### config.mk
export PLATFORM = sky130hd
export DESIGN_NAME = video_sig_gen_flat
export DESIGN_NICKNAME = d
export VERILOG_FILES = /design/src/rtl/video_sig_gen_if.sv /design/src/rtl/video_sig_gen.sv /design/src/flat_wrapper.sv
export SDC_FILE = /design/constraint.sdc
export NUM_CORES = 1
export LEC_CHECK = 0
export BUFFER_PORTS_ARGS = -buffer_cell sky130_fd_sc_hd__clkbuf_2
export CORE_MARGIN = 10
export CORE_UTILIZATION = 49
export DETAILED_ROUTE_END_ITERATION = 6
export PLACE_DENSITY = 0.86
export SLEW_MARGIN = 10
export SYNTH_ARGS = -nofsm -noshare
export SYNTH_HDL_FRONTEND = slang
export SYNTH_SLANG_ARGS = --single-unit
### constraint.sdc
create_clock -name i_clk -period 2.5 [get_ports i_clk]
set_clock_uncertainty 0.2 [all_clocks]
set_input_delay 0.375 -clock i_clk [delete_from_list [all_inputs] [get_ports i_clk]]
set_output_delay 0.375 -clock i_clk [all_outputs]
set_load 0.01 [all_outputs]
### src/rtl/video_sig_gen_if.sv
// rtl/video_sig_gen_if.sv - timing output bundle of video_sig_gen (counters, syncs, draw, frame strobe)
interface video_sig_gen_if #(
  parameter int HW = 10,
  parameter int VW = 10,
  parameter int FW = 6
);
  logic [HW-1:0] o_hcount;
  logic [VW-1:0] o_vcount;
  logic          o_hs;
  logic          o_vs;
  logic          o_ad;
  logic          o_nf;
  logic [FW-1:0] o_fc;

  modport master (output o_hcount, o_vcount, o_hs, o_vs, o_ad, o_nf, o_fc);
  modport slave  (input  o_hcount, o_vcount, o_hs, o_vs, o_ad, o_nf, o_fc);
endinterface

### src/rtl/video_sig_gen.sv
// rtl/video_sig_gen.sv - raster timing generator; frame counter compiled in by VIDEO_SIG_GEN_FRAME_COUNT_EN
// Flags are computed from the next counter values so every registered output describes the same pixel.
module video_sig_gen #(
  parameter int ACTIVE_H_PIXELS = 640,
  parameter int H_FRONT_PORCH   = 16,
  parameter int H_SYNC_WIDTH    = 96,
  parameter int H_BACK_PORCH    = 48,
  parameter int ACTIVE_LINES    = 480,
  parameter int V_FRONT_PORCH   = 10,
  parameter int V_SYNC_WIDTH    = 2,
  parameter int V_BACK_PORCH    = 33,
  parameter int FPS             = 60
) (
  input  logic            i_clk,
  input  logic            i_rst,
  video_sig_gen_if.master vid
);
  localparam int H_TOTAL = ACTIVE_H_PIXELS + H_FRONT_PORCH + H_SYNC_WIDTH + H_BACK_PORCH;
  localparam int V_TOTAL = ACTIVE_LINES + V_FRONT_PORCH + V_SYNC_WIDTH + V_BACK_PORCH;
  localparam int HW = $clog2(H_TOTAL);
  localparam int VW = $clog2(V_TOTAL);
  localparam int FW = (FPS > 1) ? $clog2(FPS) : 1;

  // Inclusive upper bounds keep every constant below the total, so nothing overflows the counter width.
  localparam logic [HW-1:0] H_LAST     = HW'(H_TOTAL - 1);
  localparam logic [HW-1:0] H_ACT_LAST = HW'(ACTIVE_H_PIXELS - 1);
  localparam logic [HW-1:0] HS_FIRST   = HW'(ACTIVE_H_PIXELS + H_FRONT_PORCH);
  localparam logic [HW-1:0] HS_LAST    = HW'(ACTIVE_H_PIXELS + H_FRONT_PORCH + H_SYNC_WIDTH - 1);
  localparam logic [HW-1:0] H_NF       = HW'(ACTIVE_H_PIXELS);
  localparam logic [VW-1:0] V_LAST     = VW'(V_TOTAL - 1);
  localparam logic [VW-1:0] V_ACT_LAST = VW'(ACTIVE_LINES - 1);
  localparam logic [VW-1:0] VS_FIRST   = VW'(ACTIVE_LINES + V_FRONT_PORCH);
  localparam logic [VW-1:0] VS_LAST    = VW'(ACTIVE_LINES + V_FRONT_PORCH + V_SYNC_WIDTH - 1);
  localparam logic [VW-1:0] V_NF       = VW'(ACTIVE_LINES);

  logic [HW-1:0] hcount_q, hcount_d;
  logic [VW-1:0] vcount_q, vcount_d;
  logic          hs_q, hs_d;
  logic          vs_q, vs_d;
  logic          ad_q, ad_d;
  logic          nf_q, nf_d;

  always_comb begin
    hcount_d = (hcount_q == H_LAST) ? '0 : hcount_q + 1'b1;
    vcount_d = vcount_q;
    if (hcount_q == H_LAST) begin
      vcount_d = (vcount_q == V_LAST) ? '0 : vcount_q + 1'b1;
    end
    ad_d = (hcount_d <= H_ACT_LAST) && (vcount_d <= V_ACT_LAST);
    hs_d = (hcount_d >= HS_FIRST) && (hcount_d <= HS_LAST);
    vs_d = (vcount_d >= VS_FIRST) && (vcount_d <= VS_LAST);
    nf_d = (hcount_d == H_NF) && (vcount_d == V_NF);
  end

  // Reset parks the counters on the last pixel so the first free-running edge lands on (0,0).
  always_ff @(posedge i_clk or posedge i_rst) begin
    if (i_rst) begin
      hcount_q <= H_LAST;
      vcount_q <= V_LAST;
      hs_q     <= 1'b0;
      vs_q     <= 1'b0;
      ad_q     <= 1'b0;
      nf_q     <= 1'b0;
    end else begin
      hcount_q <= hcount_d;
      vcount_q <= vcount_d;
      hs_q     <= hs_d;
      vs_q     <= vs_d;
      ad_q     <= ad_d;
      nf_q     <= nf_d;
    end
  end

`ifdef VIDEO_SIG_GEN_FRAME_COUNT_EN
  localparam logic [FW-1:0] FC_LAST = FW'(FPS - 1);

  logic [FW-1:0] fc_q, fc_d;

  always_comb begin
    fc_d = fc_q;
    if (nf_d) begin
      fc_d = (fc_q == FC_LAST) ? '0 : fc_q + 1'b1;
    end
  end

  always_ff @(posedge i_clk or posedge i_rst) begin
    if (i_rst) begin
      fc_q <= '0;
    end else begin
      fc_q <= fc_d;
    end
  end

  assign vid.o_fc = fc_q;
`else
  assign vid.o_fc = '0;
`endif

  assign vid.o_hcount = hcount_q;
  assign vid.o_vcount = vcount_q;
  assign vid.o_hs     = hs_q;
  assign vid.o_vs     = vs_q;
  assign vid.o_ad     = ad_q;
  assign vid.o_nf     = nf_q;
endmodule
### src/flat_wrapper.sv
// flat-port wrapper written by rule: the top's interface ports become plain ports
module video_sig_gen_flat 
#(
  parameter int ACTIVE_H_PIXELS = 640,
  parameter int H_FRONT_PORCH   = 16,
  parameter int H_SYNC_WIDTH    = 96,
  parameter int H_BACK_PORCH    = 48,
  parameter int ACTIVE_LINES    = 480,
  parameter int V_FRONT_PORCH   = 10,
  parameter int V_SYNC_WIDTH    = 2,
  parameter int V_BACK_PORCH    = 33,
  parameter int FPS             = 60
)
  (i_clk, i_rst, vid_o_hcount, vid_o_vcount, vid_o_hs, vid_o_vs, vid_o_ad, vid_o_nf, vid_o_fc);
  video_sig_gen_if vid_i ();
  input  logic i_clk;
  input  logic i_rst;
  output wire logic [$bits(vid_i.o_hcount)-1:0] vid_o_hcount;
  output wire logic [$bits(vid_i.o_vcount)-1:0] vid_o_vcount;
  output wire logic [$bits(vid_i.o_hs)-1:0] vid_o_hs;
  output wire logic [$bits(vid_i.o_vs)-1:0] vid_o_vs;
  output wire logic [$bits(vid_i.o_ad)-1:0] vid_o_ad;
  output wire logic [$bits(vid_i.o_nf)-1:0] vid_o_nf;
  output wire logic [$bits(vid_i.o_fc)-1:0] vid_o_fc;
  assign vid_o_hcount = vid_i.o_hcount;
  assign vid_o_vcount = vid_i.o_vcount;
  assign vid_o_hs = vid_i.o_hs;
  assign vid_o_vs = vid_i.o_vs;
  assign vid_o_ad = vid_i.o_ad;
  assign vid_o_nf = vid_i.o_nf;
  assign vid_o_fc = vid_i.o_fc;
  video_sig_gen #(.ACTIVE_H_PIXELS(ACTIVE_H_PIXELS), .H_FRONT_PORCH(H_FRONT_PORCH), .H_SYNC_WIDTH(H_SYNC_WIDTH), .H_BACK_PORCH(H_BACK_PORCH), .ACTIVE_LINES(ACTIVE_LINES), .V_FRONT_PORCH(V_FRONT_PORCH), .V_SYNC_WIDTH(V_SYNC_WIDTH), .V_BACK_PORCH(V_BACK_PORCH), .FPS(FPS)) u_core (.i_clk(i_clk), .i_rst(i_rst), .vid(vid_i));
endmodule
==> results of run 1 <==
registers in the layout, indices dropped and copies added, names as in the netlist:
register             flops
u_core.vid.o_vs          1
u_core.vid.o_nf          1
u_core.vid.o_hs          1
u_core.vid.o_vcount     10
u_core.vid.o_ad          1
u_core.vid.o_hcount     10
cells in the final DEF, fill, tap and decap left out, drive strengths merged, types with 2 or more instances in the layout:
master	synthesis	routed
a21oi	4	4
a221oi	2	2
a31oi	2	2
and2	2	2
and3	4	4
and3b	2	2
and4	2	2
buf	13	15
clkbuf	3	28
conb	1	6
dfrtp	14	14
dfstp	10	10
ha	5	5
inv	10	10
nand2	12	12
nand2b	2	2
nand3	13	13
nand4	8	8
nor2	5	5
nor2b	2	2
nor3	6	6
nor4	3	3
o2111ai	2	2
o21ai	7	7
o31ai	3	3
or3	3	3
or4	2	2
xnor2	7	7
xor2	4	4
critical path: cells and delay by family, from the launching register on:
family / cells / cell delay (ns)
AND/OR/NAND/NOR: 3 / 0.77
flip-flops: 1 / 0.56
AO/OA/AOI/OAI: 2 / 0.52
adder cells (fa/ha/maj): 1 / 0.17
power by group through the flow:
stage	Clock (mW)	Sequential (mW)	Combinational (mW)
after detailed placement	0	0.396	0.0122
final	0.285	0.389	0.0121
after global routing	0.305	0.389	0.0147
after floorplan	0	0.396	0.0165
after global placement	0	0.396	0.0122
after CTS	0.292	0.389	0.0122
metrics by stage:
step,util,area (µm²),setup WS (ns),instances,power (mW)
finish,0.608,1870,0.190,249,0.686
global route,0.608,1870,0.0290,249,0.709
CTS,0.606,1860,0.0946,249,0.693
detailed placement,0.589,1810,0.149,245,0.408
global placement,0.589,1810,0.203,245,0.408
floorplan,-,1620,0.0678,177,0.412
cells by family (layout without fill, tap and decap cells):
group | count (synthesis) | after routing
other | 1 | 6
XOR/XNOR | 11 | 11
AO/OA/AOI/OAI | 32 | 32
multiplexers | 2 | 2
AND/OR/NAND/NOR | 71 | 71
buffers and inverters | 26 | 54
flip-flops | 24 | 24
adder cells (fa/ha/maj) | 5 | 5
routing by layer:
metal,GRT usage,vias to the layer above,share of wire
met1,0.162,694,0.43
met5,0,-,0
li1,-,691,-
met4,0.0474,0,0.015
met2,0.221,47,0.49
met3,0.0303,4,0.070
area by class of cell:
type	count	area share
clock buffer	3	0.0120
clock inverter	1	0.0160
inverter	10	0.0201
multi-input combinational	127	0.468
sequential	24	0.328
tap	44	0.0294
timing repair buffer	40	0.127
path summary, 6_finish.rpt:
path,slack [ns],endpoint,start
min in group i_clk,0.36,u_core.vid.o_vcount[9],u_core.vid.o_vcount[9]
min,-0.009,u_core.vid.o_hcount[7],i_rst
max in group asynchronous,1.58,u_core.vid.o_vcount[4],i_rst
max reg2reg,0.19,u_core.vid.o_ad,u_core.vid.o_hcount[0]
min reg2reg,0.36,u_core.vid.o_vcount[9],u_core.vid.o_vcount[9]
max,0.19,u_core.vid.o_ad,u_core.vid.o_hcount[0]
==> impl_metrics.env, run 1 <==
export IMPL_hold_viol_final=14
export IMPL_ant_nets=0
export IMPL_dr_pass1_iters=4
export IMPL_power_internal_uw=552
export IMPL_postCtsSetupBuffers=0
export IMPL_synth_largest_area_cell="dfrtp_1"
export IMPL_final_period_utilization=0.924
export IMPL_ctsHoldBuffers=0
export IMPL_num_vias=1436
export IMPL_netSwitchingPower_uw=134
export IMPL_setup_viol=0
export IMPL_swShare=0.195
export IMPL_ir_drop_uv=205
export IMPL_failed_checks="hold timing"
export IMPL_fmax_ghz=0.433
export IMPL_die_w_um=77.1
export IMPL_place_gp_congestion=0.938
export IMPL_die_h_um=77.1
export IMPL_worstPathCellList="ha_1 -> and4_2 -> nand3_2 -> o31a_1 -> or2_2 -> a211oi_1"
export IMPL_drv_slew=0
export IMPL_synth_simple_area_share=0.270
export IMPL_drcViolationCount=0
export IMPL_fillers=274
export IMPL_cts_buffer_depth=2
export IMPL_cts_made_buffers=3
export IMPL_hpwl_um=2970
export IMPL_grtUsageTotal=0.132
export IMPL_ys_warn_count=0
export IMPL_rows=20
export IMPL_cts_sinks=24
export IMPL_synth_cells=172
export IMPL_power_density_nw_per_um2=366
export IMPL_reg2reg_depth=6
export IMPL_crit_path_end_kind="register"
export IMPL_worstMarginPinSlew_ns=0.860
export IMPL_drive_above_1_share=0.312
export IMPL_critPathArrivalTime_ns=2.35
export IMPL_dieArea_um2=5950
export IMPL_multi_input_area_um2=876
export IMPL_drt_initial_drc_count=181
export IMPL_yosysUniqueCellTypes=54
export IMPL_startpoint_type="register"
export IMPL_status="complete, but fails checks"
export IMPL_cts_tree="done"
export IMPL_yosysMostFrequentCell="dfrtp_1"
export IMPL_synthAdderAreaFrac=0.0392
export IMPL_path_class="reg2reg"
export IMPL_area_growth_pct=17.1
export IMPL_synth_top_cell_area_share=0.219
export IMPL_clock_latency_ns=0.32
export IMPL_cp_slowest_stage_delay_ns=0.56
export IMPL_wl_um=3890
export IMPL_fin_tns_setup_ns=0
export IMPL_final_nets=213
export IMPL_synth_area_top_cells="dfrtp_1 22%, dfstp_2 16%, nand3_1 4.1%"
export IMPL_hold_ws_ns=-0.00926
export IMPL_fp_coreArea_um2=3080
export IMPL_synth_commonest_cells="14 x dfrtp_1, 13 x nand3_1, 12 x nand2_1, 10 x dfstp_2, 10 x inv_1"
export IMPL_yosys_register_bits=24
export IMPL_ios=32
export IMPL_synth_top_family_by_area="simple AND/OR/NAND/NOR gates"
export IMPL_synthArstFlopShare=1.00
export IMPL_wl_per_cell_um=15.6
export IMPL_regArea_um2=613
export IMPL_root_buffer="clkbuf_4"
export IMPL_synth_ff_type="dfrtp_1"
export IMPL_slew_headroom=0.426
export IMPL_synth_compound_area_frac=0.142
export IMPL_critPathMaxFanout=6
export IMPL_muxShareOfSynthArea=0.0133
export IMPL_synth_seq_area_share=0.384
export IMPL_portBuffers=25
export IMPL_start_util=0.519
export IMPL_p_leak_nw=0.841
export IMPL_grt_first_pass_wirelength_um=6710
export IMPL_maxCapViolations=0
export IMPL_pwr_share_seq=0.567
export IMPL_syn_area_per_cell_um2=9.29
export IMPL_grt_pass1_vias=1416
export IMPL_period_minus_slack_ns=2.31
export IMPL_clkSlewWorstSetupHoldPaths_ns=0.14
export IMPL_post_cts_resized=0
export IMPL_diodes=0
export IMPL_htree_levels=1
export IMPL_p_comb_frac=0.018
export IMPL_synth_xor_area_frac=0.0650
export IMPL_grt_max_degree=25
export IMPL_crit_path_top_delay_cell="dfstp_2"
export IMPL_hp_class="in2async"
export IMPL_rsz0062_at_grt="no"
export IMPL_vias_per_cell=5.77
export IMPL_antenna_found_initial=0
export IMPL_crit_required_ns=2.54
export IMPL_clkPwrFrac=0.415
export IMPL_overflow=0
export IMPL_syn_area_um2=1600
export IMPL_synth_edf_count=0
Note: power is estimated with default switching activity, not from simulation.
==> inputs of run 2 (changes only) <==
- REMOVE_ABC_BUFFERS: default -> 1
==> impl_metrics.env, run 2 (synthesis gave the netlist of run 1 again) <==
export IMPL_slew_headroom=0.399
export IMPL_setup_viol=0
export IMPL_num_vias=1418
export IMPL_cts_buffer_depth=2
export IMPL_grt_pass1_vias=1358
export IMPL_place_gp_congestion=0.887
export IMPL_startpoint_type="register"
export IMPL_grt_use_met3=0.0315
export IMPL_wl_per_cell_um=15.2
export IMPL_drt_initial_drc_count=143
export IMPL_cp_buffers_inverters=0
export IMPL_drive_above_1_share=0.315
export IMPL_crit_required_ns=2.53
export IMPL_die_w_um=77.1
export IMPL_drcViolationCount=0
export IMPL_stdcell_area_um2=1850
export IMPL_gr_usage_met1=0.169
export IMPL_start_util=0.519
export IMPL_hp_class="in2async"
export IMPL_final_nets=211
export IMPL_portBuffers=25
export IMPL_fin_tns_setup_ns=0
export IMPL_rsz0062_at_grt="no"
export IMPL_fmax_ghz=0.432
export IMPL_busiest_layer="met2"
export IMPL_root_buffer="clkbuf_4"
export IMPL_grtUsageMet2=0.206
export IMPL_antenna_found_initial=0
export IMPL_die_h_um=77.1
export IMPL_dieArea_um2=5950
export IMPL_ant_nets=0
export IMPL_hold_viol_final=0
export IMPL_cts_sinks=24
export IMPL_worstPathCellList="ha_1 -> and4_2 -> nand3_2 -> o31a_1 -> or2_2 -> a211oi_1"
export IMPL_wl_um=3740
export IMPL_ir_drop_uv=173
export IMPL_final_common_cell="clkbuf_2"
export IMPL_period_minus_slack_ns=2.31
export IMPL_clkSlewWorstSetupHoldPaths_ns=0.13
export IMPL_vias_per_cell=5.74
export IMPL_placed_cell_area_um2=1800
export IMPL_critPathArrivalTime_ns=2.35
export IMPL_final_cell_mix="25 x clkbuf_2, 14 x dfrtp_1, 13 x buf_4, 12 x nand3_1, 12 x nand2_1"
export IMPL_cp_slowest_stage_delay_ns=0.56
export IMPL_overflow=0
export IMPL_worstMarginPinSlew_ns=0.901
export IMPL_power_density_nw_per_um2=327
export IMPL_cts_tree="done"
export IMPL_maxCapViolations=0
export IMPL_crit_family="simple AND/OR/NAND/NOR gates"
export IMPL_htree_levels=1
export IMPL_fp_coreArea_um2=3080
export IMPL_rows=20
export IMPL_dr_pass1_iters=4
export IMPL_ctsHoldBuffers=0
export IMPL_p_leak_nw=0.827
export IMPL_area_growth_pct=15.9
export IMPL_cts_made_buffers=3
export IMPL_grt_max_degree=25
export IMPL_critPathMaxFanout=6
export IMPL_grtUsageTotal=0.129
export IMPL_ios=32
export IMPL_grt_first_pass_wirelength_um=6630
export IMPL_crit_path_top_delay_cell="dfstp_2"
export IMPL_final_period_utilization=0.926
export IMPL_diodes=0
export IMPL_clock_latency_ns=0.31
export IMPL_drv_slew=0
export IMPL_crit_path_end_kind="register"
export IMPL_status="complete, no violations"
export IMPL_rrSetupSlack_ns=0.19
export IMPL_path_class="reg2reg"
export IMPL_hpwl_um=2910
[run 2: changes by cell type in the layout (fill, tap and decap cells not counted)]
cell,delta
nor4b_1,-1
buf_4,-2
a2111oi_1,-1
a2111oi_2,+1
clkbuf_8,+1
bufinv_16,-1
nor4b_2,+1
[run 2: path summary, 6_finish.rpt]
path / from / to / cells after the start
min in group i_clk: u_core.vid.o_vcount[9] / u_core.vid.o_vcount[9] / 2
max reg2reg: u_core.vid.o_hcount[0] / u_core.vid.o_ad / 6
max in group asynchronous: i_rst / u_core.vid.o_vcount[8] / 2
max: u_core.vid.o_hcount[0] / u_core.vid.o_ad / 6
min reg2reg: u_core.vid.o_vcount[9] / u_core.vid.o_vcount[9] / 2
min: i_rst / u_core.vid.o_vcount[0] / 2
[run 2: stage by stage]
step / utilization / hold WS, ns / std cells / power [mW] / setup WS [ns]
2_1_floorplan: - / 0.182 / 161 / 0.405 / 0.0344
3_3_place_gp: 0.584 / 0.343 / 243 / 0.408 / 0.117
5_1_grt: 0.602 / 0.0434 / 247 / 0.633 / 0.0309
3_5_place_dp: 0.584 / 0.350 / 243 / 0.408 / 0.00888
4_1_cts: 0.596 / 0.0287 / 247 / 0.613 / 0.0460
6_report: 0.602 / 0.0147 / 247 / 0.606 / 0.185
[run 2: cell type report]
type | instances | area, µm²
Clock buffer | 4 | 36.3
Fill cell | 280 | 1230
Inverter | 10 | 37.5
Multi-Input combinational cell | 127 | 887
Sequential cell | 24 | 613
Tap cell | 44 | 55.1
Timing Repair Buffer | 38 | 223
[run 2: report_power, final]
part / total (mW) / switching, mW / internal (mW)
clock network: 0.205 / 0.116 / 0.0889
logic: 0.0124 / 0.0118 / 0.000630
registers: 0.389 / 0 / 0.389
[run 2: timing repair]
action,4_1_cts,5_1_grt
resized for setup,1,4
cloned,0,0
endpoints found under the setup margin,2,3
setup buffers,0,0
[run 2: per-layer routing]
layer,wire (µm),part of all wire
met1,1750,0.47
met2,1720,0.46
met3,237,0.063
met4,32,0.0085
met5,0,0
